<file path="src/rtl/sequenciador_multiciclo.sv">
// ============================================================================
// sequenciador_multiciclo : multi-cycle control sequencer with memory-wait
//                           timeout. Optional macro SEQ_INSTR_COUNT_EN adds a
//                           16-bit instruction completion counter output.
// Revision: 1.0
// ============================================================================
`default_nettype none

module sequenciador_multiciclo #(
   parameter int unsigned WAIT_MAX = 15
) (
   input  logic       clk,
   input  logic       rst_n,
   input  logic [7:0] MemInstruc,
   input  logic       mem_ack,
   input  logic       ula_zero,
   input  logic       resume,
   output logic       ir_write,
   output logic       EscPC,
   output logic       pc_src,
   output logic       MemRead,
   output logic       MemWrite,
   output logic       Load,
   output logic       RegWrite,
   output logic       Slt,
   output logic       halted,
   output logic       mem_err,
   output logic [1:0] ULAOp,
   output logic [1:0] ULAsrc1,
   output logic [1:0] ULAsrc2,
   output logic [2:0] state
`ifdef SEQ_INSTR_COUNT_EN
   ,
   output logic [15:0] instr_count
`endif
);

   typedef enum logic [2:0] {
      S_FETCH  = 3'd0,
      S_DECODE = 3'd1,
      S_EXEC   = 3'd2,
      S_MEM    = 3'd3,
      S_WB     = 3'd4,
      S_HALT   = 3'd5
   } state_t;

   typedef enum logic [3:0] {
      OP_ADD, OP_ADDI, OP_LOAD, OP_STORE, OP_SLT,
      OP_BEQ, OP_RESET, OP_OR, OP_SETBOOL, OP_HALT
   } op_t;

   typedef struct packed {
      logic       ir_write;
      logic       esc_pc;
      logic       pc_src;
      logic       mem_read;
      logic       mem_write;
      logic       load;
      logic       reg_write;
      logic       slt;
      logic       halted;
      logic [1:0] ula_op;
      logic [1:0] ula_src1;
      logic [1:0] ula_src2;
   } ctl_t;

   localparam logic [7:0] WAIT_LAST = 8'(WAIT_MAX - 1);

   state_t     state_q, state_d;
   logic [7:0] ir_q, ir_d;
   logic [7:0] wait_q, wait_d;
   logic       mem_err_q, mem_err_d;
   logic       complete_c;
   op_t        op_c;
   ctl_t       ctl_c, ctl_out;

   always_comb begin
      op_c = OP_ADD;
      case (ir_q[7:5])
         3'b000:  op_c = OP_ADD;
         3'b001:  op_c = OP_ADDI;
         3'b010:  op_c = OP_LOAD;
         3'b011:  op_c = OP_STORE;
         3'b100,
         3'b101:  op_c = OP_SLT;
         3'b111:  op_c = OP_BEQ;
         default: begin
            case (ir_q[1:0])
               2'b00:   op_c = OP_RESET;
               2'b01:   op_c = OP_OR;
               2'b10:   op_c = OP_SETBOOL;
               default: op_c = OP_HALT;
            endcase
         end
      endcase
   end

   always_comb begin
      state_d    = state_q;
      ir_d       = ir_q;
      wait_d     = '0;
      mem_err_d  = mem_err_q;
      complete_c = 1'b0;
      ctl_c      = '0;
      case (state_q)
         S_FETCH: begin
            ctl_c.mem_read = 1'b1;
            if (mem_ack) begin
               ctl_c.ir_write = 1'b1;
               ctl_c.esc_pc   = 1'b1;
               ir_d           = MemInstruc;
               state_d        = S_DECODE;
            end else if (wait_q == WAIT_LAST) begin
               mem_err_d = 1'b1;
               state_d   = S_HALT;
            end else begin
               wait_d = wait_q + 8'd1;
            end
         end
         S_DECODE: begin
            if (op_c == OP_HALT) begin
               state_d    = S_HALT;
               complete_c = 1'b1;
            end else begin
               state_d = S_EXEC;
            end
         end
         S_EXEC: begin
            state_d = S_WB;
            case (op_c)
               OP_ADD:     {ctl_c.ula_op, ctl_c.ula_src1, ctl_c.ula_src2} = 6'b00_10_00;
               OP_ADDI:    {ctl_c.ula_op, ctl_c.ula_src1, ctl_c.ula_src2} = 6'b00_10_10;
               OP_SLT: begin
                  {ctl_c.ula_op, ctl_c.ula_src1, ctl_c.ula_src2} = 6'b01_10_10;
                  ctl_c.slt = 1'b1;
               end
               OP_RESET:   {ctl_c.ula_op, ctl_c.ula_src1, ctl_c.ula_src2} = 6'b00_10_00;
               OP_OR:      {ctl_c.ula_op, ctl_c.ula_src1, ctl_c.ula_src2} = 6'b11_11_01;
               OP_SETBOOL: {ctl_c.ula_op, ctl_c.ula_src1, ctl_c.ula_src2} = 6'b10_11_00;
               OP_BEQ: begin
                  {ctl_c.ula_op, ctl_c.ula_src1, ctl_c.ula_src2} = 6'b11_11_01;
                  ctl_c.esc_pc = ula_zero;
                  ctl_c.pc_src = ula_zero;
                  state_d      = S_FETCH;
                  complete_c   = 1'b1;
               end
               OP_LOAD,
               OP_STORE:   state_d = S_MEM;
               default:    state_d = S_WB;
            endcase
         end
         S_MEM: begin
            if (op_c == OP_STORE) begin
               ctl_c.mem_write = 1'b1;
            end else begin
               ctl_c.mem_read = 1'b1;
               ctl_c.load     = 1'b1;
            end
            if (mem_ack) begin
               state_d    = (op_c == OP_STORE) ? S_FETCH : S_WB;
               complete_c = (op_c == OP_STORE);
            end else if (wait_q == WAIT_LAST) begin
               mem_err_d = 1'b1;
               state_d   = S_HALT;
            end else begin
               wait_d = wait_q + 8'd1;
            end
         end
         S_WB: begin
            ctl_c.reg_write = 1'b1;
            ctl_c.load      = (op_c == OP_LOAD);
            state_d         = S_FETCH;
            complete_c      = 1'b1;
         end
         S_HALT: begin
            ctl_c.halted = 1'b1;
            if (resume) state_d = S_FETCH;
         end
         default: state_d = S_FETCH;
      endcase
   end

   always_ff @(posedge clk or negedge rst_n) begin
      if (!rst_n) begin
         state_q   <= S_FETCH;
         ir_q      <= '0;
         wait_q    <= '0;
         mem_err_q <= 1'b0;
      end else begin
         state_q   <= state_d;
         ir_q      <= ir_d;
         wait_q    <= wait_d;
         mem_err_q <= mem_err_d;
      end
   end

   // Strobes are gated by rst_n so they drop the instant reset asserts.
   assign ctl_out  = rst_n ? ctl_c : '0;
   assign ir_write = ctl_out.ir_write;
   assign EscPC    = ctl_out.esc_pc;
   assign pc_src   = ctl_out.pc_src;
   assign MemRead  = ctl_out.mem_read;
   assign MemWrite = ctl_out.mem_write;
   assign Load     = ctl_out.load;
   assign RegWrite = ctl_out.reg_write;
   assign Slt      = ctl_out.slt;
   assign halted   = ctl_out.halted;
   assign ULAOp    = ctl_out.ula_op;
   assign ULAsrc1  = ctl_out.ula_src1;
   assign ULAsrc2  = ctl_out.ula_src2;
   assign mem_err  = mem_err_q;
   assign state    = state_q;

   logic unused_ir_bits;
   assign unused_ir_bits = &{1'b0, ir_q[4:2]};

`ifdef SEQ_INSTR_COUNT_EN
   logic [15:0] count_q, count_d;

   always_comb begin
      count_d = count_q + 16'(complete_c);
   end

   always_ff @(posedge clk or negedge rst_n) begin
      if (!rst_n) count_q <= '0;
      else        count_q <= count_d;
   end

   assign instr_count = count_q;
`else
   logic unused_complete;
   assign unused_complete = complete_c;
`endif

endmodule

`default_nettype wire
</file>
<file path="config.mk">
export PLATFORM = sky130hd
export DESIGN_NAME = sequenciador_multiciclo
export DESIGN_NICKNAME = d
export VERILOG_FILES = /design/src/rtl/sequenciador_multiciclo.sv
export SDC_FILE = /design/constraint.sdc
export NUM_CORES = 1
export LEC_CHECK = 0
export ABC_AREA = 1
export CORE_ASPECT_RATIO = 1.25
export CORE_UTILIZATION = 39
export DETAILED_ROUTE_END_ITERATION = 8
export GPL_ROUTABILITY_DRIVEN = 0
export PLACE_DENSITY_LB_ADDON = 0.3
export SLEW_MARGIN = 10
export SYNTH_ARGS = -nofsm -noshare
export SYNTH_HDL_FRONTEND = slang
export SYNTH_SLANG_ARGS = --single-unit
</file>
<file path="constraint.sdc">
create_clock -name clk -period 1.55 [get_ports clk]
set_clock_uncertainty 0.05 [all_clocks]
set_input_delay 0.2325 -clock clk [delete_from_list [all_inputs] [get_ports clk]]
set_output_delay 0.2325 -clock clk [all_outputs]
set_load 0.05 [all_outputs]
</file>
== Word-level counts from Yosys, hierarchy flattened ==
Cells that the tools add are included.
Operators by class
  $add $sub $neg: 1
  equality and inequality tests: 24
  muxes and demuxes: 30
  bitwise logic cells: 1
  reductions and logical operators: 11
Operators with widths (count)
  $pmux W6 S5: 1
  $mux W8: 3
  $pmux W4 S6: 1
  $mux W3: 6
  $eq A4 B3 Y1 const B: 4
  $eq A3 B3 Y1 const B: 5
  $mux W15: 1
  $pmux W3 S5: 1
  $eq A3 B2 Y1 const B: 4
  $pmux W4 S3: 1
  $reduce_or A2 Y1: 5
  $mux W1: 9
  $add A8 B1 Y8 const B: 1
  $eq A4 B2 Y1 const B: 2
  $eq A4 B4 Y1 const B: 2
  $eq A8 B4 Y1 const B: 1
  $eq A3 B1 Y1 const B: 2
  $logic_not A3 Y1: 2
  $mux W6: 1
  $pmux W1 S2: 3
  $pmux W3 S2: 1
  $eq A4 B1 Y1 const B: 1
  $logic_not A4 Y1: 1
  $mux W2: 2
  7 further kinds: 7
Storage, ports and cells
  register bits: 20
  input port bits: 13
  output and inout bits: 19
  logic and storage cells: 71

== Depth between registers and ports, before layout ==
Gate-level depths: netlist of run 1.
  depth after elaboration: 8
  depth in mapped cells: 10
  gate-level depth less buffers: 9

== Least setup slack after synthesis of run 1 ==
No wires, ideal clock.
  path type: register to output
  from: register state_q[2], in the netlist state[2]
  to: output port halted
  arrival: 2511 ps
  required time: 1267 ps
  path slack: -1244 ps
  stages on the path, launching flop included: 3
  path buffers: 0
  path through: dfrtp_1 inv_1 nor4_1
Between the ends
  cells in the longest elaborated chain, start to end: 3
RTL lines
  start, declared: line 69  | state_t state_q, state_d;
  start signal, assigned: line 190  | state_q <= state_d;
  $eq A3 B3 Y1: line 105  | case (state_q)
  $mux W1: line 105
  $mux W15: line 198  | assign ctl_out = rst_n ? ctl_c : '0;
  end, declared: line 26  | output logic halted,
Every way passes these cells.

== Final worst setup path of run 1 ==
  from: register ir_q[5]
  to: output port EscPC
Between the ends
  cells in the longest elaborated chain, start to end: 7
  elaborated cells on any way between the ends: 13
  those cells by class: eq/ne (7); mux (4); reduce/logical (2)
RTL lines
  start, declared: line 70  | logic [7:0] ir_q, ir_d;
  start signal, assigned: line 191  | ir_q <= ir_d;
  $eq A3 B3 Y1: line 79  | case (ir_q[7:5])
  $reduce_or A2 Y1
  $pmux W4 S6 (*): line 79
  $eq A4 B3 Y1 (*): line 130  | case (op_c)
  $mux W2 (*): line 130
  $pmux W1 S2 (*): line 105
  $mux W15 (*): line 198
  end, declared: line 19  | output logic EscPC,
Mark *: on every way between the ends. The rest lies on a longest branch, timed or not.

==> summary.md, run 1 <==
| Metric | Value |
|---|---|
| CP arrival | between 1.5 and 2 ns |
| Power per Cell Area | around 1800 nW/um2 |
| Clk Latency, worst-skew pair | just under 0.3 ns |
| Sequential element share of the synthesized area | 39.0% |
| Cell Int Power | 2.18 mW |
| Commonest cells after routing, fill and taps aside | buf_4 (36), buf_12 (20), nand2_1 (17) |
| Worst setup EP type | output port |
| Number of max-cap violations | 0 |
| CP top delay family | simple AND/OR/NAND/NOR gates |
| Overflow after GRT | 0 |
| Global-route wire length before repair | 6390 um |
| Synthesized area per cell | 7.74 um2 |
| Unrepaired setup endpoints after global routing | true |
| DP Area | about 2000 um2 |
| Synthesis Warnings | 0 |
| FMAX | 490 MHz |
| Final WL | 5180 um |
| H-tree lvl count | 1 |
| Num ports | 32 |
| Final nets | 235 |
| Buffers on Ports | 28 |
| N_diodes | 0 |
| Crit-path cells | buf_6 > nand3_1 > nand3b_1 > a21oi_4 > buf_12 |
| Hold Vio Cnt, Final | 0 |
| Worst vdd ir | approximately 0.0014 V |
| Core region area | between 2000 and 3000 um2 |
| CTS tree | done |
| Crit Path Class | flop to output port |
| Worst Setup Start Kind | flop |
| Number of global-route vias before repair | 1423 |
| Hold/Removal Path Class | primary input to async pin |
| Share of layout cells above drive strength 1 | between 50% and 60% |
| Synth Cell Area | 1090 um2 |
| GRT Total Usage | 28.9% |
| Area grow syn2layout | 115% |
| Cells after Synth | 141 |
| Reg power frac | between 10% and 20% |
| Slowest stage delay, CP | 0.43 ns |
| Fin util | between 80% and 90% |
| Most area-consuming cells after synthesis | dfrtp_1 (39%), nand2_1 (7.9%), nor2_1 (6.5%) |
| Clock-pin slew on the worst setup and hold paths | 0.10 ns |
| Yosys top cell area share | between 30 and 40% |
| CTS Buf Count | 3 |
| CP max FO | 3 |
| FF+latch count, synth | 17 |
| Tmin final | 2.04 ns |
| Initial Util | 40.7% |
| Root Driver | clkbuf_4 |
| Setup violations, final | 25 |
| Worst slack, placed | -0.244 ns |
| Clk sinks | 17 |
| Yosys top cell by area | dfrtp_1 |
| Hpwl dp | 2600 um |
| Final hold slack | 0.0316 ns |
| Post-synthesis cell type count | 30 |
| Buffers & Inverters on Critical Path | 2 |
| Setup slack after layout | -0.490 ns |
| Switching Share | 48.5% |
| Largest net degree at the start of global routing | 14 |
| Worst-Margin Slew | 0.410 ns |
| Leakage | around 1 nW |
| Die X-Extent | roughly 49 um |
| WL/cell | 20.5 um |
| Clock Path Buffers | 2 |
| Drt initial violations | 71 |
| Rows | 21 |
| DIE HEIGHT | between 60 and 70 um |
| Full die area | 3010 um2 |
| DR vias | 1433 |
| CP Data Required Time | 1.27 ns |
| Initial antenna violation count | 0 |
| Commonest non-fill, non-tap cell in the layout | buf_4 |
| DRT Pass-1 Iters | 4 |
| Slew Viols, Final | 0 |
| Post-route ant nets | 0 |
| Total power | 4.24 mW |
| Syn Nets | 156 |
| Drt via density | 5.66 |
| Filler instances | between 100 and 150 |
| Clock Power Share | 5.4% |
| Outcome | finished, violations left |
| Final std cell area, no fill | around 2300 um2 |
| Period utilization | 132% |
| Slew HR | between 70 and 80% |
| CP max-delay cell | dfrtp_1 |
| DRC viols | 0 |
| Comb power frac | between 70% and 80% |
| Violated checks | negative setup slack |
| NetSw | 2.05 mW |
| CTS hold repair buffers | 0 |
## power groups by stage
stage	combinational, mW	clock (mW)	sequential, mW
after floorplan	1.15	0	0.810
after detailed placement	2.23	0	0.730
after global routing	3.35	0.256	0.775
after CTS	2.57	0.234	0.741
after global placement	2.15	0	0.717
final	3.23	0.230	0.771
## repair_timing
item | 4_1_cts | 5_1_grt
setup endpoints to repair | 17 | 28
pin swaps | 7 | 8
resized for setup | 30 | 26
setup buffers | 11 | 12
## cell families (layout without fill, tap and decap cells)
group / Yosys count / in the layout / synth area share (%)
AND/OR/NAND/NOR: 78 / 78 / 37.5
buffers and inverters: 21 / 99 / 8.03
AO/OA/AOI/OAI: 19 / 19 / 9.52
flip-flops: 17 / 17 / 39.0
adder cells (fa/ha/maj): 2 / 2 / 2.29
XOR/XNOR: 2 / 2 / 1.61
multiplexers: 2 / 2 / 2.06
## layer usage
metal,part of all wire (%),wire [um],GRT usage [%],vias to the layer above
met5,0,0,0,-
met4,5.3,277,22.7,0
met3,5.0,261,2.96,30
met2,53,2770,55.2,78
met1,36,1870,29.2,693
li1,-,-,-,632
## sequential cells by signal, summed over array words and instances, names as in the netlist
signal   count
state        3
mem_err      1
wait_q       8
ir_q         5
## Yosys cell counts (all sizes together)
cell	instances
a21oi	9
a31oi	1
and3	1
buf	3
dfrtp	17
ha	2
inv	18
mux2	2
nand2	25
nand3	16
nand3b	1
nand4	7
nor2	20
nor3	6
nor3b	1
nor4	1
o211ai	1
o21ai	6
o21bai	2
xnor2	1
xor2	1
## final timing paths
kind | start | endpoint | slack, ns | depth (start not counted)
setup / recovery | ir_q[5] | EscPC | -0.49 | 5
hold / removal | rst_n | mem_err | 0.03 | 2
setup reg to reg | state[0] | wait_q[3] | -0.17 | 9
hold reg to reg | mem_err | mem_err | 0.46 | 1
max in group asynchronous | rst_n | ir_q[7] | 1.18 | 2
min in group clk | mem_err | mem_err | 0.46 | 1
## area by class of cell
class	instances	area (um2)	share of cell area (%)
well taps	34	42.5	1.82
multi-input cells	103	843	36.0
clock inverters	1	5.00	0.214
inverters	18	95.1	4.06
repair buffers	77	898	38.4
flip-flops and latches	17	434	18.5
clock buffers	3	22.5	0.962
## metrics by stage
step	TNS (ns)	instances
after detailed placement	-2.62	230
after global placement	-2.14	230
after CTS	-3.77	244
after global routing	-7.43	253
final	-6.20	253
after floorplan	-1.58	141
Power figures use the tool's default switching activity.
==> run 2, diff against run 1 <==
CORE_MARGIN = 2   (was default)
==> run 2 against run 1 <==
The flow still finishes with violations (negative setup slack). Sequential share of layout area barely moved. Clock-buffer cell count rose by 1. Flip-flop and latch count did not move. Largest cell class unchanged. Highest routed layer unchanged.
==> summary.md, run 2 (same netlist as run 1, synthesis figures left out) <==
| Metric | Value |
|---|---|
| Crit Path Class | flop to output port (unchanged) |
| Gr busiest metal | met2 (unchanged) |
| Final WL | 4700 um (was 5180 um) |
| Largest net degree at the start of global routing | 17 (was 14) |
| Clock-pin slew on the worst setup and hold paths | 0.09 ns (was 0.10 ns) |
| Worst slack, placed | -0.167 ns (was -0.244 ns) |
| N_diodes | 0 (unchanged) |
| Initial antenna violation count | 0 (unchanged) |
| DRT Pass-1 Iters | 4 (unchanged) |
| CP max FO | 8 (was 3) |
| CP arrival | 1.75 ns (was 1.76 ns) |
| Buffers on Ports | 28 (unchanged) |
| DRC viols | 0 (unchanged) |
| Clock Path Buffers | 2 (unchanged) |
| Violated checks | negative setup slack (unchanged) |
| Global-route wire length before repair | 6660 um (was 6390 um) |
| Tmin final | 2.04 ns (about the same) |
| Worst Setup Start Kind | flop (unchanged) |
| Final nets | 240 (was 235) |
| Clk Latency, worst-skew pair | 0.29 ns (about the same) |
| Hold/Removal Path Class | primary input to async pin (unchanged) |
| Number of global-route vias before repair | 1451 (was 1423) |
| GRT met1 Usage | 28.7% (was 29.2%) |
| Flip-flop count of the largest register after layout | 8 (unchanged) |
| Clk sinks | 17 (unchanged) |
| Switching Share | 48.1% (was 48.5%) |
| Drt via density | 5.50 (was 5.66) |
| Hpwl dp | 2620 um (was 2600 um) |
| Met2 Use GR | 50.2% (was 55.2%) |
| Commonest cells after routing, fill and taps aside | buf_4 (43), buf_12 (19), nand2_1 (13) (was buf_4 (36), buf_12 (20), nand2_1 (17)) |
| Most frequent CP cell | nand2_2 |
| Clock Power Share | 5.7% (was 5.4%) |
| Cell Int Power | 2.14 mW (was 2.18 mW) |
| Setup violations, final | 18 (was 25) |
| Leakage | 1.03 nW (was 1.01 nW) |
| Worst setup EP type | output port (unchanged) |
| Hold Vio Cnt, Final | 0 (unchanged) |
| CP max-delay cell | dfrtp_2 (was dfrtp_1) |
| Final hold slack | 0.225 ns (was 0.0316 ns) |
| Total power | 4.13 mW (was 4.24 mW) |
| Area grow syn2layout | 114% (was 115%) |
| DIE HEIGHT | 63.1 um (was 61.1 um) |
| Finished Layout Cells | 258 (was 253) |
| Rows | 21 (unchanged) |
| Die X-Extent | 51.3 um (was 49.3 um) |
| Crit-path cells | nand2_2 > nand2_2 > nand2_2 > inv_2 > nand3_4 > o21ai_2 > nand2_2 > nor2_4 > buf_12 (was buf_6 > nand3_1 > nand3b_1 > a21oi_4 > buf_12) |
| Placed Cells incl. Taps | 232 (was 230) |
| Comb power frac | 75.9% (was 76.4%) |
| Unrepaired setup endpoints after global routing | true (unchanged) |
| Slew HR | 72.2% (was 72.4%) |
| GR Layer Usage met3 | 1.90% (was 2.96%) |
| Outcome | finished, violations left (unchanged) |
| Period utilization | 131% (was 132%) |
| H-tree lvl count | 1 (unchanged) |
| Worst-Margin Slew | 0.414 ns (was 0.410 ns) |
| CTS Buf Count | 3 (unchanged) |
| Initial Util | 40.7% (unchanged) |
| Reg power frac | 18.4% (was 18.2%) |
| Drt initial violations | 52 (was 71) |
| Commonest non-fill, non-tap cell in the layout | buf_4 (unchanged) |
| Setup slack after layout | -0.486 ns (was -0.490 ns) |
| DR vias | 1418 (was 1433) |
| Worst vdd ir | 0.00138 V (was 0.00139 V) |
| Core region area | 2680 um2 (unchanged) |
| Root Driver | clkbuf_4 (unchanged) |
| CTS tree | done (unchanged) |
| Num ports | 32 (unchanged) |
| Overflow after GRT | 0 (unchanged) |
| Most flops, register | wait_q (unchanged) |
| Post-route ant nets | 0 (unchanged) |
| Slowest stage delay, CP | 0.49 ns (was 0.43 ns) |
| WL/cell | 18.2 um (was 20.5 um) |
| GRT Total Usage | 27.2% (was 28.9%) |
| Fin util | 87.1% (was 87.3%) |
| Slew Viols, Final | 0 (unchanged) |
| NetSw | 1.99 mW (was 2.05 mW) |
| Full die area | 3240 um2 (was 3010 um2) |
| Power per Cell Area | 1770 nW/um2 (was 1810 nW/um2) |
| CP Data Required Time | 1.27 ns (about the same) |
| FMAX | 491 MHz (was 490 MHz) |
| Number of max-cap violations | 0 (unchanged) |
| Share of layout cells above drive strength 1 | 58.5% (was 58.9%) |
[run 2: changes by cell type in the layout (fill, tap and decap cells not counted), moves of 2 or more]
cell     before  now
buf_4        36   43
nor2_2        5    0
nand2_1      17   13
nand2_2       3    7
nor2_1        8   12
inv_6         2    0
inv_8         0    2
nand2_4       3    5
nand2_8       2    0
[run 2: final timing paths]
check / start / to / slack, ns / cells past startpoint
max in group asynchronous: rst_n / mem_err / 0.82 / 3
min reg2reg: mem_err / mem_err / 0.45 / 1
max reg2reg: ir_q[6] / state[2] / -0.15 / 9
min in group clk: mem_err / mem_err / 0.45 / 1
min: rst_n / state[1] / 0.22 / 3
max: ir_q[7] / ULAsrc1[0] / -0.49 / 9
[run 2: layout make-up]
type | count | area, um2
sequential | 17 | 434
fill | 126 | 345
inverter | 18 | 87.6
clock buffer | 4 | 26.3
multi-input combinational | 103 | 830
tap | 34 | 42.5
timing repair buffer | 82 | 915
[run 2: timing repair]
action                     4_1_cts  5_1_grt
hold buffers                     1        0
resized for setup               27       20
buffers inserted                11       11
setup endpoints to repair       17       24
hold endpoints to repair         1        0
pin swaps                        8       13
[run 2: stage by stage]
stage          instance area [um2]  setup TNS (ns)
2_1_floorplan                 1250           -1.58
3_3_place_gp                  1970           -1.38
3_5_place_dp                  1970           -1.83
4_1_cts                       2180           -3.73
5_1_grt                       2330           -6.28
6_report                      2330           -5.29
[run 2: worst max-delay path: cells and delay by family, from the launching register on]
kind                   cells  cell delay [ns]
and+or+nand+nor            6             0.62
DFF                        1             0.49
buffers and inverters      2             0.25
AOI/OAI and AO/OA          1             0.08
[run 2: power by group through the flow]
stage	sequential (mW)	combinational [mW]	clock [mW]
3_5_place_dp	0.724	2.27	0
2_1_floorplan	0.810	1.15	0
6_report	0.760	3.13	0.235
3_3_place_gp	0.715	2.19	0
4_1_cts	0.735	2.57	0.238
5_1_grt	0.775	3.27	0.252
[run 2: metal layers]
metal  vias up  part of all wire [%]
met5         -                     0
met4         0                   6.8
met3        27                   4.5
met2        67                    52
met1       683                    36
li1        641                     -
